`src/rtl/ntt_pkg.sv`:
```
// Shared defaults, state encoding and modular-arithmetic helpers for the iterative NTT engine.
package ntt_pkg;

    localparam int unsigned Q_DEFAULT = 3329;
    localparam int unsigned W_DEFAULT = 12;

    typedef logic [W_DEFAULT-1:0] coeff_t;

    typedef enum logic [1:0] {
        LOAD,
        COMPUTE,
        DRAIN,
        UNLOAD
    } state_t;

    // All operands are expected to be already reduced below q.
    function automatic logic [31:0] modadd(input logic [31:0] a, input logic [31:0] b,
                                           input logic [31:0] q);
        logic [32:0] s;
        s = {1'b0, a} + {1'b0, b};
        if (s >= {1'b0, q})
            s = s - {1'b0, q};
        return s[31:0];
    endfunction

    function automatic logic [31:0] modsub(input logic [31:0] a, input logic [31:0] b,
                                           input logic [31:0] q);
        logic [31:0] d;
        if (a >= b)
            d = a - b;
        else
            d = a + q - b;
        return d;
    endfunction

    function automatic logic [31:0] modmul(input logic [31:0] a, input logic [31:0] b,
                                           input logic [31:0] q);
        logic [63:0] p;
        p = {32'd0, a} * {32'd0, b};
        return 32'(p % {32'd0, q});
    endfunction

    function automatic logic [31:0] powmod(input logic [31:0] base, input logic [31:0] e,
                                           input logic [31:0] q);
        logic [31:0] acc;
        logic [31:0] b;
        acc = 32'd1;
        b   = base % q;
        for (int i = 0; i < 32; i++) begin
            if (e[i])
                acc = modmul(acc, b, q);
            b = modmul(b, b, q);
        end
        return acc;
    endfunction

    // Fermat inverse; q is prime.
    function automatic logic [31:0] modinv(input logic [31:0] a, input logic [31:0] q);
        return powmod(a, q - 32'd2, q);
    endfunction

    function automatic logic [31:0] bitrev(input logic [31:0] x, input int bits);
        logic [31:0] y;
        y = '0;
        for (int i = 0; i < 32; i++) begin
            if (i < bits)
                y[i] = x[bits-1-i];
        end
        return y;
    endfunction

endpackage

```
`src/rtl/ntt_bf_core.sv`:
```
// Cooley-Tukey butterfly with runtime twiddle: u' = u + w*v, v' = u - w*v (mod Q).
// LAT register stages; the write-back addresses travel alongside the data.
module ntt_bf_core
    import ntt_pkg::*;
#(
    parameter int unsigned Q   = Q_DEFAULT,
    parameter int unsigned W   = W_DEFAULT,
    parameter int unsigned AW  = 3,
    parameter int unsigned LAT = 2
) (
    input  logic          clk,
    input  logic          r,
    input  logic          in_valid,
    input  logic [W-1:0]  in_u,
    input  logic [W-1:0]  in_v,
    input  logic [W-1:0]  in_w,
    input  logic [AW-1:0] in_addr_u,
    input  logic [AW-1:0] in_addr_v,
    output logic          out_valid,
    output logic [W-1:0]  out_u,
    output logic [W-1:0]  out_v,
    output logic [AW-1:0] out_addr_u,
    output logic [AW-1:0] out_addr_v
);

    localparam logic [31:0] QL = 32'(Q);

    logic [W-1:0]  prod;
    logic          vld_q  [LAT];
    logic [W-1:0]  u_q    [LAT];
    logic [W-1:0]  t_q    [LAT];
    logic [AW-1:0] au_q   [LAT];
    logic [AW-1:0] av_q   [LAT];

    // Multiply ahead of the first register, add/sub after the last one.
    assign prod = W'(modmul(32'(in_v), 32'(in_w), QL));

    // NOTE: sequential state uses non-blocking assignments so every stage samples pre-edge values.
    always_ff @(posedge clk or posedge r) begin
        if (r) begin
            for (int i = 0; i < LAT; i++)
                vld_q[i] <= 1'b0;
        end else begin
            vld_q[0] <= in_valid;
            for (int i = 1; i < LAT; i++)
                vld_q[i] <= vld_q[i-1];
        end
    end

    // NOTE: data-only pipeline/storage registers are left unreset; only the valid bits need it.
    always_ff @(posedge clk) begin
        u_q[0]  <= in_u;
        t_q[0]  <= prod;
        au_q[0] <= in_addr_u;
        av_q[0] <= in_addr_v;
        for (int i = 1; i < LAT; i++) begin
            u_q[i]  <= u_q[i-1];
            t_q[i]  <= t_q[i-1];
            au_q[i] <= au_q[i-1];
            av_q[i] <= av_q[i-1];
        end
    end

    assign out_valid  = vld_q[LAT-1];
    assign out_u      = W'(modadd(32'(u_q[LAT-1]), 32'(t_q[LAT-1]), QL));
    assign out_v      = W'(modsub(32'(u_q[LAT-1]), 32'(t_q[LAT-1]), QL));
    assign out_addr_u = au_q[LAT-1];
    assign out_addr_v = av_q[LAT-1];

endmodule

```
`src/rtl/ntt_iter_engine.sv`:
```
// Iterative in-place N-point NTT/iNTT over Z_q with streaming valid/ready load and unload.
// Input is stored bit-reversed, transformed by radix-2 DIT stages, and read out in natural order.
module ntt_iter_engine
    import ntt_pkg::*;
#(
    parameter int unsigned Q         = Q_DEFAULT,
    parameter int unsigned W         = W_DEFAULT,
    parameter int unsigned LOGN      = 3,
    parameter int unsigned OMEGA     = 749,
    parameter int unsigned BF_LAT    = 2,
    parameter int unsigned SCALE_INV = 1
) (
    input  logic         clk,
    input  logic         r,
    input  logic         in_valid,
    output logic         in_ready,
    input  logic [W-1:0] in_data,
    input  logic         in_mode,
    output logic         out_valid,
    input  logic         out_ready,
    output logic [W-1:0] out_data,
    output logic         out_last,
    output logic         busy
);

    localparam int unsigned N         = 1 << LOGN;
    localparam int unsigned HALF      = N / 2;
    localparam logic [31:0] QL        = 32'(Q);
    localparam logic [31:0] OMEGA_INV = modinv(32'(OMEGA), QL);
    localparam logic [31:0] N_INV     = modinv(32'(N) % QL, QL);

    state_t          state;
    logic [LOGN-1:0] load_cnt;
    logic [LOGN-1:0] bf_cnt;
    logic [LOGN-1:0] out_idx;
    logic [3:0]      stage_cnt;
    logic [1:0]      drain_cnt;
    logic            inv_mode;

    logic [W-1:0]    store   [N];
    logic [W-1:0]    fwd_rom [N];
    logic [W-1:0]    inv_rom [N];

    // Twiddle tables hold OMEGA^k and OMEGA^-k for k = 0..N-1.
    for (genvar k = 0; k < N; k++) begin : g_rom
        localparam logic [31:0] FWD = powmod(32'(OMEGA), 32'(k), QL);
        localparam logic [31:0] INV = powmod(OMEGA_INV, 32'(k), QL);
        assign fwd_rom[k] = FWD[W-1:0];
        assign inv_rom[k] = INV[W-1:0];
    end

    logic            load_beat;
    logic [LOGN-1:0] load_addr;
    logic [W-1:0]    in_red;

    assign in_ready  = (state == LOAD);
    assign busy      = (state != LOAD);
    assign load_beat = in_valid && (state == LOAD);
    assign load_addr = LOGN'(bitrev(32'(load_cnt), LOGN));
    assign in_red    = (in_data >= W'(Q)) ? in_data - W'(Q) : in_data;

    logic            issue_valid;
    logic [LOGN-1:0] half_bit;
    logic [LOGN-1:0] j_idx;
    logic [LOGN-1:0] addr_u;
    logic [LOGN-1:0] addr_v;
    logic [LOGN-1:0] tw_idx;
    logic [W-1:0]    twiddle;

    assign issue_valid = (state == COMPUTE);

    // NOTE: every always_comb output gets a default first so no path can infer a latch.
    always_comb begin
        half_bit = '0;
        j_idx    = '0;
        addr_u   = '0;
        addr_v   = '0;
        tw_idx   = '0;
        twiddle  = '0;
        half_bit = LOGN'(1) << stage_cnt;
        j_idx    = bf_cnt & (half_bit - LOGN'(1));
        addr_u   = ((bf_cnt & ~(half_bit - LOGN'(1))) << 1) | j_idx;
        addr_v   = addr_u | half_bit;
        tw_idx   = j_idx << (LOGN - 1 - 32'(stage_cnt));
        twiddle  = inv_mode ? inv_rom[tw_idx] : fwd_rom[tw_idx];
    end

    logic            wb_valid;
    logic [W-1:0]    wb_u;
    logic [W-1:0]    wb_v;
    logic [LOGN-1:0] wb_addr_u;
    logic [LOGN-1:0] wb_addr_v;

    ntt_bf_core #(
        .Q   (Q),
        .W   (W),
        .AW  (LOGN),
        .LAT (BF_LAT)
    ) u_bf (
        .clk        (clk),
        .r          (r),
        .in_valid   (issue_valid),
        .in_u       (store[addr_u]),
        .in_v       (store[addr_v]),
        .in_w       (twiddle),
        .in_addr_u  (addr_u),
        .in_addr_v  (addr_v),
        .out_valid  (wb_valid),
        .out_u      (wb_u),
        .out_v      (wb_v),
        .out_addr_u (wb_addr_u),
        .out_addr_v (wb_addr_v)
    );

    // Load and write-back never overlap: the pipeline is empty whenever the FSM is in LOAD.
    always_ff @(posedge clk) begin
        if (load_beat)
            store[load_addr] <= in_red;
        if (wb_valid) begin
            store[wb_addr_u] <= wb_u;
            store[wb_addr_v] <= wb_v;
        end
    end

    logic [LOGN-1:0] rd_idx;
    logic [W-1:0]    rd_val;

    always_comb begin
        rd_idx = out_valid ? out_idx + LOGN'(1) : out_idx;
        rd_val = store[rd_idx];
        if (inv_mode && (SCALE_INV != 0))
            rd_val = W'(modmul(32'(store[rd_idx]), N_INV, QL));
    end

    always_ff @(posedge clk or posedge r) begin
        if (r) begin
            state     <= LOAD;
            load_cnt  <= '0;
            bf_cnt    <= '0;
            stage_cnt <= '0;
            drain_cnt <= '0;
            out_idx   <= '0;
            inv_mode  <= 1'b0;
            out_valid <= 1'b0;
            out_data  <= '0;
            out_last  <= 1'b0;
        end else begin
            case (state)
                LOAD: begin
                    if (in_valid) begin
                        if (load_cnt == '0)
                            inv_mode <= in_mode;
                        if (load_cnt == LOGN'(N - 1)) begin
                            load_cnt  <= '0;
                            bf_cnt    <= '0;
                            stage_cnt <= '0;
                            state     <= COMPUTE;
                        end else begin
                            load_cnt <= load_cnt + LOGN'(1);
                        end
                    end
                end
                COMPUTE: begin
                    if (bf_cnt == LOGN'(HALF - 1)) begin
                        bf_cnt    <= '0;
                        drain_cnt <= '0;
                        state     <= DRAIN;
                    end else begin
                        bf_cnt <= bf_cnt + LOGN'(1);
                    end
                end
                DRAIN: begin
                    // Wait out the butterfly latency so the next stage reads settled results.
                    if (drain_cnt == 2'(BF_LAT - 1)) begin
                        drain_cnt <= '0;
                        if (stage_cnt == 4'(LOGN - 1)) begin
                            stage_cnt <= '0;
                            out_idx   <= '0;
                            state     <= UNLOAD;
                        end else begin
                            stage_cnt <= stage_cnt + 4'd1;
                            state     <= COMPUTE;
                        end
                    end else begin
                        drain_cnt <= drain_cnt + 2'd1;
                    end
                end
                UNLOAD: begin
                    if (!out_valid) begin
                        out_valid <= 1'b1;
                        out_data  <= rd_val;
                        out_last  <= (rd_idx == LOGN'(N - 1));
                    end else if (out_ready) begin
                        if (out_last) begin
                            out_valid <= 1'b0;
                            out_last  <= 1'b0;
                            out_idx   <= '0;
                            state     <= LOAD;
                        end else begin
                            out_idx  <= rd_idx;
                            out_data <= rd_val;
                            out_last <= (rd_idx == LOGN'(N - 1));
                        end
                    end
                end
                default: state <= LOAD;
            endcase
        end
    end

endmodule

```
`config.mk`:
```
export PLATFORM = sky130hd
export DESIGN_NAME = ntt_iter_engine
export DESIGN_NICKNAME = d
export VERILOG_FILES = /design/src/rtl/ntt_pkg.sv /design/src/rtl/ntt_bf_core.sv /design/src/rtl/ntt_iter_engine.sv
export SDC_FILE = /design/constraint.sdc
export NUM_CORES = 1
export LEC_CHECK = 0
export ABC_AREA = 1
export ABC_CLOCK_PERIOD_IN_PS = 18600
export BUFFER_PORTS_ARGS = -buffer_cell sky130_fd_sc_hd__buf_2
export CAP_MARGIN = 20
export CORE_MARGIN = 2
export CORE_UTILIZATION = 40
export CTS_BUF_LIST = sky130_fd_sc_hd__clkbuf_16
export DETAILED_ROUTE_END_ITERATION = 8
export MAX_ROUTING_LAYER = met4
export PLACE_DENSITY = 0.59
export RECOVER_POWER = 100
export REMOVE_ABC_BUFFERS = 1
export SYNTH_ARGS = -nofsm -noshare
export SYNTH_HDL_FRONTEND = slang
export SYNTH_HIERARCHICAL = 1
export SYNTH_SLANG_ARGS = --single-unit
```
`constraint.sdc`:
```
create_clock -name clk -period 18.6 [get_ports clk]
set_input_delay 3.72 -clock clk [delete_from_list [all_inputs] [get_ports clk]]
set_output_delay 3.72 -clock clk [all_outputs]
set_load 0.005 [all_outputs]
```
# Word level (Yosys, flattened, before mapping)
# Memories as Yosys holds them, arrays and structs flattened.
# Cells that the tools add are included.
word_totals:
  out_inout_bits: 16
  reg_bits: 34
  memories: 7
  mem_bits_rw: 156
  rom_bits: 192
  in_bits: 17
mem_list:
  columns: ["name", "depth", "word_bits", "read_ports", "rd_clocked_by_memory_dff", "wr", "line_no", "text"]
  rows:
  - ["(name not given)", 8, 12, 1, 0, 0, "ntt_iter_engine.sv:85", "twiddle = inv_mode ? inv_rom[tw_idx] : fwd_rom[tw_idx];"]
  - ["(name not given)", 8, 12, 1, 0, 0, "ntt_iter_engine.sv:85", null]
  - ["store", 8, 12, 3, 0, 3, "ntt_iter_engine.sv:40", "logic [W-1:0] store [N];"]
  - ["u_bf.t_q", 2, 12, 2, 0, 2, "ntt_bf_core.sv:31", "logic [W-1:0] t_q [LAT];"]
  - ["u_bf.u_q", 2, 12, 2, 0, 2, "ntt_bf_core.sv:30", "logic [W-1:0] u_q [LAT];"]
  - ["u_bf.au_q", 2, 3, 2, 0, 2, "ntt_bf_core.sv:32", "logic [AW-1:0] au_q [LAT];"]
  - ["1 more memories", null, null, null, null, null, null, null]
op_classes:
  bitwise_logic: 6
  reduce_logical: 17
  n_div: 2
  mul: 2
  order_cmp: 4
  n_shift: 2
  n_mux: 51
  addsub: 13
  n_eq_ne: 18
op_table:
  columns: ["operator", "n"]
  rows:
  - ["$mux W12", 12]
  - ["$mod A24 B12 Y64 const B", 2]
  - ["$shl A3 B32 Y3", 1]
  - ["$mux W3", 10]
  - ["$mul A12 B12 Y24", 1]
  - ["$mul A12 B12 Y24 const B", 1]
  - ["$sub A12 B12 Y12", 2]
  - ["$sub A12 B12 Y12 const B", 2]
  - ["$mux W2", 10]
  - ["$mux W4", 4]
  - ["$ne A2 B2 Y1 const B", 8]
  - ["$add A12 B12 Y13", 1]
  - ["$ge A13 B12 Y1 const B", 1]
  - ["$add A12 B12 Y12 const B", 1]
  - ["$ge A12 B12 Y1", 1]
  - ["$ge A12 B12 Y1 const B", 1]
  - ["$pmux W3 S2", 2]
  - ["$mux W1", 10]
  - ["$reduce_bool A2 Y1", 5]
  - ["$add A3 B1 Y3 const B", 3]
  - ["$reduce_and A3 Y1", 3]
  - ["$pmux W2 S4", 1]
  - ["$pmux W4 S2", 1]
  - ["$reduce_and A7 Y1", 1]
  - ["other kinds (24)", 31]

# Depth between registers and ports, before layout
depth:
  word_depth: 11
  ltp_mapped: 156
  mapped_depth_nobuf: 149

# Cells and area by module
# The synthesis kept the hierarchy.
modules_own_cells:
  columns: ["module", "seq_area_each_um2", "n_inst", "cells_per_inst", "area_each_um2"]
  rows:
  - ["ntt_iter_engine", 3683.5, 1, 3909, 22596.7]
  - ["ntt_bf_core", 1251.2, 1, 2541, 15991.6]

# Worst setup path before layout
# No wires, ideal clock.
synth_timing:
  path_kind: "register to register"
  start: "register stage_cnt[2]"
  end: "memory u_bf/t_q[0][9] in the netlist's numbering"
  period_less_slack_ps: 17686
  stages_incl_launch_ff: 124
  path_buffers: 14
  setup_time_ps: 112
  setup_slack_ps: 914
  arrival_time_ps: 17574
  cell_sequence: "dfrtp_1 nor2_1 inv_1 nor3_1 inv_1 clkbuf_1 ha_1 or2_2 o21ai_0 inv_1 nor3_1 inv_1 ha_1 nand2_1 a31oi_1 clkbuf_1 nand2_1 fa_1 [88 not listed] nand2_2 inv_2 ha_1 nor3_4 nand2_2 nand3_2 nand3_4 buf_6 xor2_2 ha_1 nand3_1 nor2_4 nand3_1 nand2_2 nand3_4 buf_4 nand3_1 nand2_1"
synth_rtl:
  columns: ["element", "line_no", "text"]
  rows:
  - ["from (decl)", "ntt_iter_engine.sv:36", "logic [3:0] stage_cnt;"]
  - ["from (signal assigned)", "ntt_iter_engine.sv:181", "stage_cnt <= stage_cnt + 4'd1;"]
  - ["to (decl)", "ntt_bf_core.sv:31", null]

# Final worst setup path
layout_timing:
  start: "register out_idx[1]"
  end: "register out_data[5]"
layout_via:
  elab_chain_len: 9
layout_rtl:
  columns: ["element", "line_no", "text"]
  rows:
  - ["from (decl)", "ntt_iter_engine.sv:35", "logic [LOGN-1:0] out_idx;"]
  - ["from (signal assigned)", "ntt_iter_engine.sv:200", "out_idx <= rd_idx;"]
  - ["$add A3 B1 Y3", "ntt_iter_engine.sv:129", "rd_idx = out_valid ? out_idx + LOGN'(1) : out_idx;"]
  - ["$mux W3 *", "ntt_iter_engine.sv:129", null]
  - ["$mem_v2 Z8 W12 *", null, null]
  - ["$mul A12 B12 Y24", "ntt_pkg.sv:39", "p = {32'd0, a} * {32'd0, b};"]
  - ["$mod A24 B12 Y64", "ntt_pkg.sv:40", "return 32'(p % {32'd0, q});"]
  - ["$mux W12 *", "ntt_iter_engine.sv:131", "if (inv_mode && (SCALE_INV != 0))"]
  - ["$mux W12", "ntt_iter_engine.sv:194", "if (out_last) begin"]
  - ["$mux W12", "ntt_iter_engine.sv:193", "end else if (out_ready) begin"]
  - ["$mux W12 *", "ntt_iter_engine.sv:189", "if (!out_valid) begin"]
  - ["to (signal assigned)", "ntt_iter_engine.sv:191", "out_data <= rd_val;"]
  - ["to (signal assigned)", "ntt_iter_engine.sv:201", "out_data <= rd_val;"]
  - ["to (decl)", "ntt_iter_engine.sv:21", "output logic [W-1:0] out_data,"]
# Every way passes the cells marked *; elsewhere a longest branch is shown, timed or not. The select of a mux whose other input is x is not followed.
# A chain may end at the register's enable or synchronous reset.

==> qor.yml <==
hpwlAfterDp_um: 97980
root_buffer: "clkbuf_16"
place_congestion: 0.9340
cts_tree: "yes"
ios: 33
route.detailed.drc: 0
yosysSeqAreaShare: 0.1279
worstPathMaxFanout: 19
crit_required_ps: 18950
cp_top_family: "simple AND/OR/NAND/NOR gates"
nNetsFinal: 7209
register_area_sq_um: 4936
cts_sinks: 190
cts_hold_buf: 0
hold_class: "flop to flop"
critPathLaunchType: "flop"
violations: "capacitance limit, slew limit"
numCtsBuffers: 17
syn_inst: 6450
num_rows: 113
dp_cells: 7888
area_growth_pct: 20.73
ant_nets: 0
netlist_top_cells_area: "nand2_1 19%, inv_1 9.2%, edfxtp_1 7.5%, fa_1 7.3%, nand3_1 6.8%"
drtPass1Iterations: 8
worst_hold_slack_ps: 326.7
n_fill_cell: 9948
vias: 42580
synth_seq_cells: 190
grt_pass1_vias: 38380
grt_max_degree: 83
grt_use_total: 0.2454
clockBufferDepth: 2
crit_type: "flop to flop"
fin_crit_ps: 17680
worst_slew_pin_slew_ps: 2567
grt_overflow: 0
synth_ff_type: "edfxtp_1"
fmax_ghz: 0.05655
routed_wl_um: 126400
yosys_warnings: 6
slew_headroom: -0.7115
status: "finished with violations"
grt_pass1_wl_um: 195700
synth.avg_cell_area_sq_um: 5.983
drive_gt1_frac: 0.2149
yosysTopAreaCell: "nand2_1"
coreArea_sq_um: 95290
drtIter0Drc: 3088
cpMostUsedCell: "nand2_1"
utilization: 0.4889
crit_path_end_kind: "flop"
finalHoldViolCount: 0
dieWidth_um: 314.6
finalClockSkew_ps: 13.40
synth_area_sq_um: 38590
synth_top_area_share: 0.1871
die_area_sq_um: 98970
cts_max_level: 4
ys_types: 74
grt_antenna_before_repair: 4
die_h_um: 314.6
start_util: 0.4049
viasPerCell: 5.239
finalCritPeriodShare: 0.9507
arrival_ps: 18030
final_max_slew_viol_count: 50
cpMaxStageDelayCell: "fa_1"
crit_buf_inv: 20
cts.clk_slew.worst_paths_ps: 70
stdcell_count: 8127
wire_per_inst_um: 15.55
drv_cap: 1
cp_slowest_stage_delay_ps: 530
portBuffers: 32
clkLatencyLatePin_ps: 460
setup-violations-final: 0
multi_input_area_sq_um: 31120
synth_edf_count: 96
async_flop_share: 0.1789
[cell type report]
cell class,instances,share of cell area
clock inverters,15,0.002498
diodes,3,0.0001611
inverters,1052,0.08546
multi-input cells,5051,0.6681
clock buffers,17,0.009131
well taps,1265,0.03397
repair buffers,534,0.09475
flip-flops and latches,190,0.1059
[registers in the layout (all words and copies together), names as in the netlist]
signal and count:
out_valid 1, inv_mode 1, load_cnt 3, out_last 1, stage_cnt 4, out_idx 3, u_bf/u_q 24, bf_cnt 3
u_bf/out_valid 1, u_bf/t_q 24, state 2, u_bf/av_q 6, drain_cnt 2, store 96, out_data 12, u_bf/vld_q 1
u_bf/au_q 6
[metal layers]
| layer | global-route usage | up-vias | wire [um] |
|---|---|---|---|
| met5 | - | - | 0 |
| met4 | 0.05595 | 0 | 2762 |
| met3 | 0.02312 | 187 | 6811 |
| met2 | 0.4167 | 1196 | 61330 |
| met1 | 0.3148 | 19750 | 55450 |
| li1 | - | 21450 | - |
[synthesized netlist by cell type (6+ instances only)]
master and instances:
ha_1 206, nor2_1 607, o211ai_1 57, dfrtp_1 34
nor2_2 70, or2_1 7, nand3_1 527, a21oi_1 127
nor3_1 45, nand2_2 150, dfxtp_1 60, inv_2 90
nand3_4 18, fa_1 140, a31oi_1 24, buf_2 15
buf_8 6, and2_1 9, xor2_1 167, o21ai_1 40
o31ai_1 11, nor2_4 29, nand2_1 1923, o22ai_1 112
clkbuf_1 107, buf_6 25, inv_1 941, o21ai_0 340
nand3b_1 19, o21ai_2 26, o21bai_1 10, buf_1 9
nand4_1 177, xnor2_1 43, edfxtp_1 96, buf_4 22
nand3_2 35, nand2_4 45, clkinv_1 17
[timing repair]
action,4_1_cts,5_1_grt
endpoints found under the hold margin,0,0
pin swaps,4,190
cloned,4,34
buffers inserted,10,156
resized for setup,26,574
setup endpoints to repair,22,24
[path summary, 6_finish.rpt]
kind	from	endpoint	slack, ps	cells past startpoint
max reg2reg	out_idx[1]	out_data[5]	920	124
min	u_bf/au_q[0][0]	u_bf/au_q[0][3]	330	0
min reg2reg	u_bf/au_q[0][0]	u_bf/au_q[0][3]	330	0
max in group asynchronous	r	out_valid	14830	3
max	out_idx[1]	out_data[5]	920	124
min in group asynchronous	r	u_bf/vld_q[1]	3120	2
[cell usage in the layout (no fill, tap or decap), types with 13 or more instances in the layout]
| master | count |
|---|---|
| nand2_1 | 1782 |
| inv_1 | 923 |
| nor2_1 | 507 |
| nand3_1 | 482 |
| buf_4 | 440 |
| o21ai_0 | 318 |
| nand2_2 | 255 |
| ha_1 | 182 |
| nand4_1 | 177 |
| xor2_1 | 166 |
| fa_1 | 138 |
| a21oi_1 | 118 |
| nor2_2 | 114 |
| o22ai_1 | 112 |
| inv_2 | 103 |
| edfxtp_1 | 96 |
| nor2_4 | 87 |
| nand2_4 | 75 |
| nand3_2 | 75 |
| dfxtp_1 | 60 |
| o211ai_1 | 57 |
| o21ai_2 | 43 |
| nand3_4 | 43 |
| xnor2_1 | 42 |
| nor3_1 | 38 |
| o21ai_1 | 35 |
| buf_2 | 34 |
| dfrtp_1 | 33 |
| clkbuf_16 | 25 |
| buf_6 | 25 |
| a31oi_1 | 21 |
| nand3b_1 | 19 |
| ha_4 | 18 |
| clkinv_1 | 17 |
| buf_12 | 16 |
| o21ai_4 | 13 |
[logic make-up (layout without fill, tap and decap cells)]
kind of cell	after synthesis	in the layout	share of synthesized area
compound gates	778	778	0.1169
mux	1	1	0.0002594
flops	190	190	0.1279
other cells	1	6	0.00009718
fa+ha+maj	346	346	0.1394
buf+inv	1238	1618	0.1304
simple gates	3685	3712	0.4370
xor+xnor	211	211	0.04809
[through the flow]
stage | setup slack, ps | setup TNS, ps | instance area (sq um)
after detailed placement | -662.5 | -7958 | 41860
final | 916.6 | 0 | 46590
after global routing | -255.9 | -4806 | 46590
after CTS | 7.450 | 0 | 42640
after floorplan | -1945 | -25870 | 37520
after global placement | -261.3 | -3053 | 41860
Power is left out: the tool's default activity adds up to more than one toggle a clock period on the data nets, which glitch-free logic cannot reach.
